### src/rtl/alu_pkg.sv
// Shared types for the sequential ALU comparator: FSM states, the
// three-way chunk verdict and the registered flag bundle.
package alu_pkg;

   typedef enum logic [1:0] {
      IDLE = 2'd0,
      RUN  = 2'd1,
      DONE = 2'd2
   } cmp_state_e;

   typedef enum logic [1:0] {
      CMP_LT = 2'd0,
      CMP_EQ = 2'd1,
      CMP_GT = 2'd2
   } cmp_res_e;

   typedef struct packed {
      logic eq;
      logic neq;
      logic lt;
      logic lte;
      logic gt;
      logic gte;
   } cmp_flags_t;

   // Expand a three-way verdict into the full flag set; exactly one of
   // lt/eq/gt ends up set and the rest are derived from those three.
   function automatic cmp_flags_t makeFlags(input cmp_res_e res);
      cmp_flags_t f;
      f.lt  = (res == CMP_LT);
      f.eq  = (res == CMP_EQ);
      f.gt  = (res == CMP_GT);
      f.neq = ~f.eq;
      f.lte = f.lt | f.eq;
      f.gte = f.gt | f.eq;
      return f;
   endfunction

endpackage

### src/rtl/cmp_chunk.sv
// Combinational unsigned compare of one CHUNK-bit slice pair. Flipping the
// top bit of both slices turns a two's-complement top chunk into
// offset-binary so the same unsigned compare orders signed values.
module cmp_chunk
   import alu_pkg::*;
#(
   parameter int CHUNK = 4
) (
   input  logic [CHUNK-1:0] aChunk_i,
   input  logic [CHUNK-1:0] bChunk_i,
   input  logic             invertMsb_i,
   output cmp_res_e         res_o
);

   logic [CHUNK-1:0] aMod;
   logic [CHUNK-1:0] bMod;

   // Optionally flip the sign bit, then produce the three-way verdict
   always_comb begin
      aMod = aChunk_i;
      bMod = bChunk_i;
      aMod[CHUNK-1] = aChunk_i[CHUNK-1] ^ invertMsb_i;
      bMod[CHUNK-1] = bChunk_i[CHUNK-1] ^ invertMsb_i;
      if (aMod < bMod) begin
         res_o = CMP_LT;
      end else if (aMod > bMod) begin
         res_o = CMP_GT;
      end else begin
         res_o = CMP_EQ;
      end
   end

endmodule

### src/rtl/alu_seq_comparator.sv
// Multi-cycle magnitude comparator: walks the operands CHUNK bits per cycle
// from the MSB down, remembers the first differing chunk, and presents the
// eq/neq/lt/lte/gt/gte flag set behind a valid/ready handshake.
module alu_seq_comparator
   import alu_pkg::*;
#(
   parameter int WIDTH      = 16,
   parameter int CHUNK      = 4,
   parameter bit EARLY_EXIT = 1'b1
) (
   input  logic             clk,
   input  logic             rst,
   input  logic             in_valid,
   output logic             in_ready,
   input  logic [WIDTH-1:0] a,
   input  logic [WIDTH-1:0] b,
   input  logic             is_signed,
   output logic             out_valid,
   input  logic             out_ready,
   output logic             eq,
   output logic             neq,
   output logic             lt,
   output logic             lte,
   output logic             gt,
   output logic             gte
);

   localparam int NCHUNK = WIDTH / CHUNK;
   localparam int IDXW   = (NCHUNK > 1) ? $clog2(NCHUNK) : 1;
   localparam logic [IDXW-1:0] LAST_IDX = IDXW'(NCHUNK - 1);

   // Reject operand/chunk geometries that would leave a partial chunk
   if (CHUNK < 1 || (WIDTH % CHUNK) != 0) begin : gBadGeometry
      $error("alu_seq_comparator: WIDTH must be a positive multiple of CHUNK");
   end

   cmp_state_e       stateQ, stateD;
   logic [WIDTH-1:0] aQ, aD;
   logic [WIDTH-1:0] bQ, bD;
   logic             signedQ, signedD;
   logic [IDXW-1:0]  idxQ, idxD;
   logic             decidedQ, decidedD;
   cmp_res_e         resQ, resD;
   cmp_flags_t       flagsQ, flagsD;

   logic [WIDTH-1:0] aShift;
   logic [WIDTH-1:0] bShift;
   logic [CHUNK-1:0] aSel;
   logic [CHUNK-1:0] bSel;
   logic             invertMsb;
   cmp_res_e         chunkRes;

   // Select the current chunk by shifting it up to the MSB position
   always_comb begin
      aShift    = aQ << (idxQ * CHUNK);
      bShift    = bQ << (idxQ * CHUNK);
      aSel      = aShift[WIDTH-1 -: CHUNK];
      bSel      = bShift[WIDTH-1 -: CHUNK];
      invertMsb = signedQ && (idxQ == '0);
   end

   cmp_chunk #(
      .CHUNK (CHUNK)
   ) uChunk (
      .aChunk_i    (aSel),
      .bChunk_i    (bSel),
      .invertMsb_i (invertMsb),
      .res_o       (chunkRes)
   );

   // Next-state logic: accept in IDLE, scan chunks in RUN, hold result in DONE
   always_comb begin
      stateD   = stateQ;
      aD       = aQ;
      bD       = bQ;
      signedD  = signedQ;
      idxD     = idxQ;
      decidedD = decidedQ;
      resD     = resQ;
      flagsD   = flagsQ;
      unique case (stateQ)
         IDLE: begin
            if (in_valid) begin
               aD       = a;
               bD       = b;
               signedD  = is_signed;
               idxD     = '0;
               decidedD = 1'b0;
               resD     = CMP_EQ;
               stateD   = RUN;
            end
         end
         RUN: begin
            if (!decidedQ) begin
               resD     = chunkRes;
               decidedD = (chunkRes != CMP_EQ);
            end
            if ((decidedD && EARLY_EXIT) || (idxQ == LAST_IDX)) begin
               flagsD = makeFlags(resD);
               stateD = DONE;
            end else begin
               idxD = idxQ + 1'b1;
            end
         end
         DONE: begin
            if (out_ready) begin
               stateD = IDLE;
            end
         end
         default: begin
            stateD = IDLE;
         end
      endcase
   end

   // State and datapath registers with synchronous reset
   always_ff @(posedge clk) begin
      if (rst) begin
         stateQ   <= IDLE;
         aQ       <= '0;
         bQ       <= '0;
         signedQ  <= 1'b0;
         idxQ     <= '0;
         decidedQ <= 1'b0;
         resQ     <= CMP_EQ;
         flagsQ   <= '0;
      end else begin
         stateQ   <= stateD;
         aQ       <= aD;
         bQ       <= bD;
         signedQ  <= signedD;
         idxQ     <= idxD;
         decidedQ <= decidedD;
         resQ     <= resD;
         flagsQ   <= flagsD;
      end
   end

   // Handshake and flag outputs straight from registered state
   always_comb begin
      in_ready  = (stateQ == IDLE) && !rst;
      out_valid = (stateQ == DONE);
      eq        = flagsQ.eq;
      neq       = flagsQ.neq;
      lt        = flagsQ.lt;
      lte       = flagsQ.lte;
      gt        = flagsQ.gt;
      gte       = flagsQ.gte;
   end

endmodule
### config.mk
export PLATFORM = sky130hd
export DESIGN_NAME = alu_seq_comparator
export DESIGN_NICKNAME = d
export VERILOG_FILES = /design/src/rtl/alu_pkg.sv /design/src/rtl/cmp_chunk.sv /design/src/rtl/alu_seq_comparator.sv
export SDC_FILE = /design/constraint.sdc
export NUM_CORES = 1
export LEC_CHECK = 0
export ABC_CLOCK_PERIOD_IN_PS = 2700
export CORE_MARGIN = 5
export CORE_UTILIZATION = 40
export CTS_CLUSTER_SIZE = 8
export DETAILED_ROUTE_END_ITERATION = 8
export GPL_TIMING_DRIVEN = 0
export PLACE_DENSITY_LB_ADDON = 0.15
export SYNTH_ARGS = -nofsm -noshare
export SYNTH_HDL_FRONTEND = slang
export SYNTH_SLANG_ARGS = --single-unit
export TNS_END_PERCENT = 10
### constraint.sdc
create_clock -name clk -period 2.7 [get_ports clk]
set_input_delay 0.405 -clock clk [delete_from_list [all_inputs] [get_ports clk]]
set_output_delay 0.405 -clock clk [all_outputs]
set_load 0.02 [all_outputs]
==> results.cfg <==
[global_route]
first_global_vias = 1865
grtUsageTotal = 0.155
grt-ovfl-total = 0
antenna_found_initial = 0
grt_pass1_wl_um = 8760
grt_max_degree = 14

[synth]
yosys_warnings = 0
ys_ff_latch = 46
synth_fp_nets = 295
netlist_area_um2 = 2170
synth.distinct_cells = 34
syn_avg_cell_area_um2 = 8.72
postSynthCellCount = 249
yosysTopAreaCell = dfxtp_1
synth_area_leaders = dfxtp_1, nand2_1, a21oi_1, mux4_2, ha_1
synthDominantCellAreaShare = 0.424
seq_area_frac_synth = 0.424

[drt]
totalWireLength_um = 5150
vias_per_cell = 4.96
final_antenna_net_count = 0
vias = 1898
post-route-drc-count = 0
wl_per_cell_um = 13.4
drt-pass1-iter-count = 4
drt_iter0_markers = 94

[cells_and_area]
fillCellCount = 518
syn_to_final_growth_pct = 34.9
drive_gt1_frac = 0.157
layout_commonest_cell = nand2_1
multi_input_area_um2 = 1170
final_cell_mix = nand2_1, dfxtp_1, clkdlybuf4s50_1
n_antenna_cell = 0
seqCellArea_um2 = 923
fin_nets = 358

[cts]
cts_sinks = 46
cts_hold_buf = 0
clk_pin_slew_ps = 90
cts_tree = done
clock_latency_ps = 300
clk_path_buf_depth = 2
clockRootBuffer = clkbuf_8
cts_buffers = 5
cts_max_level = 2

[floorplanning]
ios = 45
dieArea_um2 = 7000
rows = 26
start_util = 0.417
die_y_um = 83.7
die_w_um = 83.7
coreArea_um2 = 5200

[sta]
post-route-min-period_ps = 2740
fin_crit_sh = 1.02
worst_slack_ps = -44.3
fmaxAchievable_mhz = 364
fin_tns_setup_ps = -206
skew_ps = 8.41
hold_viol = 0
max_slew.worst_pin.slew_ps = 544
rsz0062_at_grt = true
relSlewSlack = 0.637
slew_violations = 0
setup_viol = 5

[critical_path]
required_ps = 2940
start_kind = register
critPathKind = reg2reg
critPathCaptureType = register
cp_max_fo = 8
arrival_ps = 2980

[place]
dp_hpwl_um = 3690
placement.io_buffers = 44
pre_cts_slack_ps = -279
gp_congestion = 0.828

[pwr]
irDropWorstVdd_mv = 0.304
powerDensity_nw_per_um2 = 631
p_leak_nw = 1.13

[status]
violations = negative setup slack
status = finished with violations

[flow_run]
cap_violations = 0

[worst_hold_path]
worstHoldPathType = reg2reg
-- final cells by class --
class                      instances  share of cell area
clock buffer                       7              0.0295
multi-input combinational        178               0.401
timing repair buffer              56               0.181
inverter                           9              0.0115
buffer                            16              0.0299
sequential                        46               0.315
clock inverter                     1             0.00171
tap                               70              0.0299
-- critical path, stage by stage (launching register included) --
cell and delay (ps):
dfxtp_2 350, buf_8 130, mux4_2 510, xor2_1 170, ha_1 350, a21o_1 210, buf_4 150, o311a_4 330
a21oi_4 270, mux2i_1 210
-- cells in the mapped netlist, drive strengths merged --
| master | instances |
|---|---|
| nand2 | 79 |
| dfxtp | 46 |
| a21oi | 40 |
| buf | 9 |
| ha | 9 |
| inv | 9 |
| mux4 | 8 |
| clkbuf | 7 |
| mux2i | 4 |
| nor2b | 4 |
| o211ai | 4 |
| nand3 | 3 |
| nor2 | 3 |
| o211a | 3 |
| o311ai | 3 |
| a21o | 2 |
| nand4 | 2 |
| nor3 | 2 |
| a22o | 1 |
| a22oi | 1 |
| and4 | 1 |
| nand2b | 1 |
| nor3b | 1 |
| o2111ai | 1 |
| o21a | 1 |
| o21ai | 1 |
| o311a | 1 |
| or3 | 1 |
| xnor2 | 1 |
| xor2 | 1 |
-- metrics by stage --
stage          instance area, µm²  cells  utilization  hold WS (ps)  power (W)
5_1_grt                      2930    383        0.563           474    0.00196
6_report                     2930    383        0.563           457    0.00185
2_1_floorplan                2200    249            -           433    0.00119
4_1_cts                      2900    380        0.557           459    0.00185
3_3_place_gp                 2730    363        0.524           439    0.00136
3_5_place_dp                 2730    363        0.524           445    0.00137
-- power breakdown --
part | switching [W] | leakage [nW] | internal (W) | total [W]
combinational | 0.000320 | 0.707 | 0.000312 | 0.000633
sequential | 0.0000387 | 0.378 | 0.000744 | 0.000783
clock | 0.000224 | 0.0482 | 0.000207 | 0.000431
-- logic make-up (layout without fill, tap and decap cells) --
family                     Yosys count  after routing  share of synthesized area
adders and majority gates            9              9                     0.0519
buffers and inverters               25             89                     0.0484
DFF                                 46             46                      0.424
muxes                               12             12                      0.101
xor gates and xnor gates             2              2                    0.00807
AOI/OAI and AO/OA                   58             58                      0.179
and+or+nand+nor                     97             97                      0.187
-- worst paths after layout --
check                              from  endpoint  slack (ps)  cells past startpoint
worst max-delay path            idxQ[0]        eq         -40                      9
worst min-delay path             bQ[10]    bQ[10]         460                      2
worst min register to register   bQ[10]    bQ[10]         460                      2
worst max register to register  idxQ[0]        eq         -40                      9
-- registers in the layout, indices dropped and copies added (netlist names), 2 cells and up --
name / cells
stateQ: 2
aQ: 16
resQ: 2
idxQ: 2
bQ: 16
-- per-layer routing --
metal | part of all wire | wire length, µm | global-route usage
met4 | 0.022 | 115 | 0.0643
met5 | 0 | 0 | 0
met3 | 0.055 | 282 | 0.0424
met2 | 0.47 | 2400 | 0.256
met1 | 0.46 | 2350 | 0.190
-- repair_timing --
| item | 4_1_cts | 5_1_grt |
|---|---|---|
| cloned | 0 | 0 |
| endpoints found under the setup margin | 6 | 9 |
| gates resized for setup | 4 | 3 |
| hold endpoints to repair | 0 | 0 |
| setup buffers | 9 | 3 |
| pin swaps | 5 | 8 |
(Power assumes the default switching activity.)
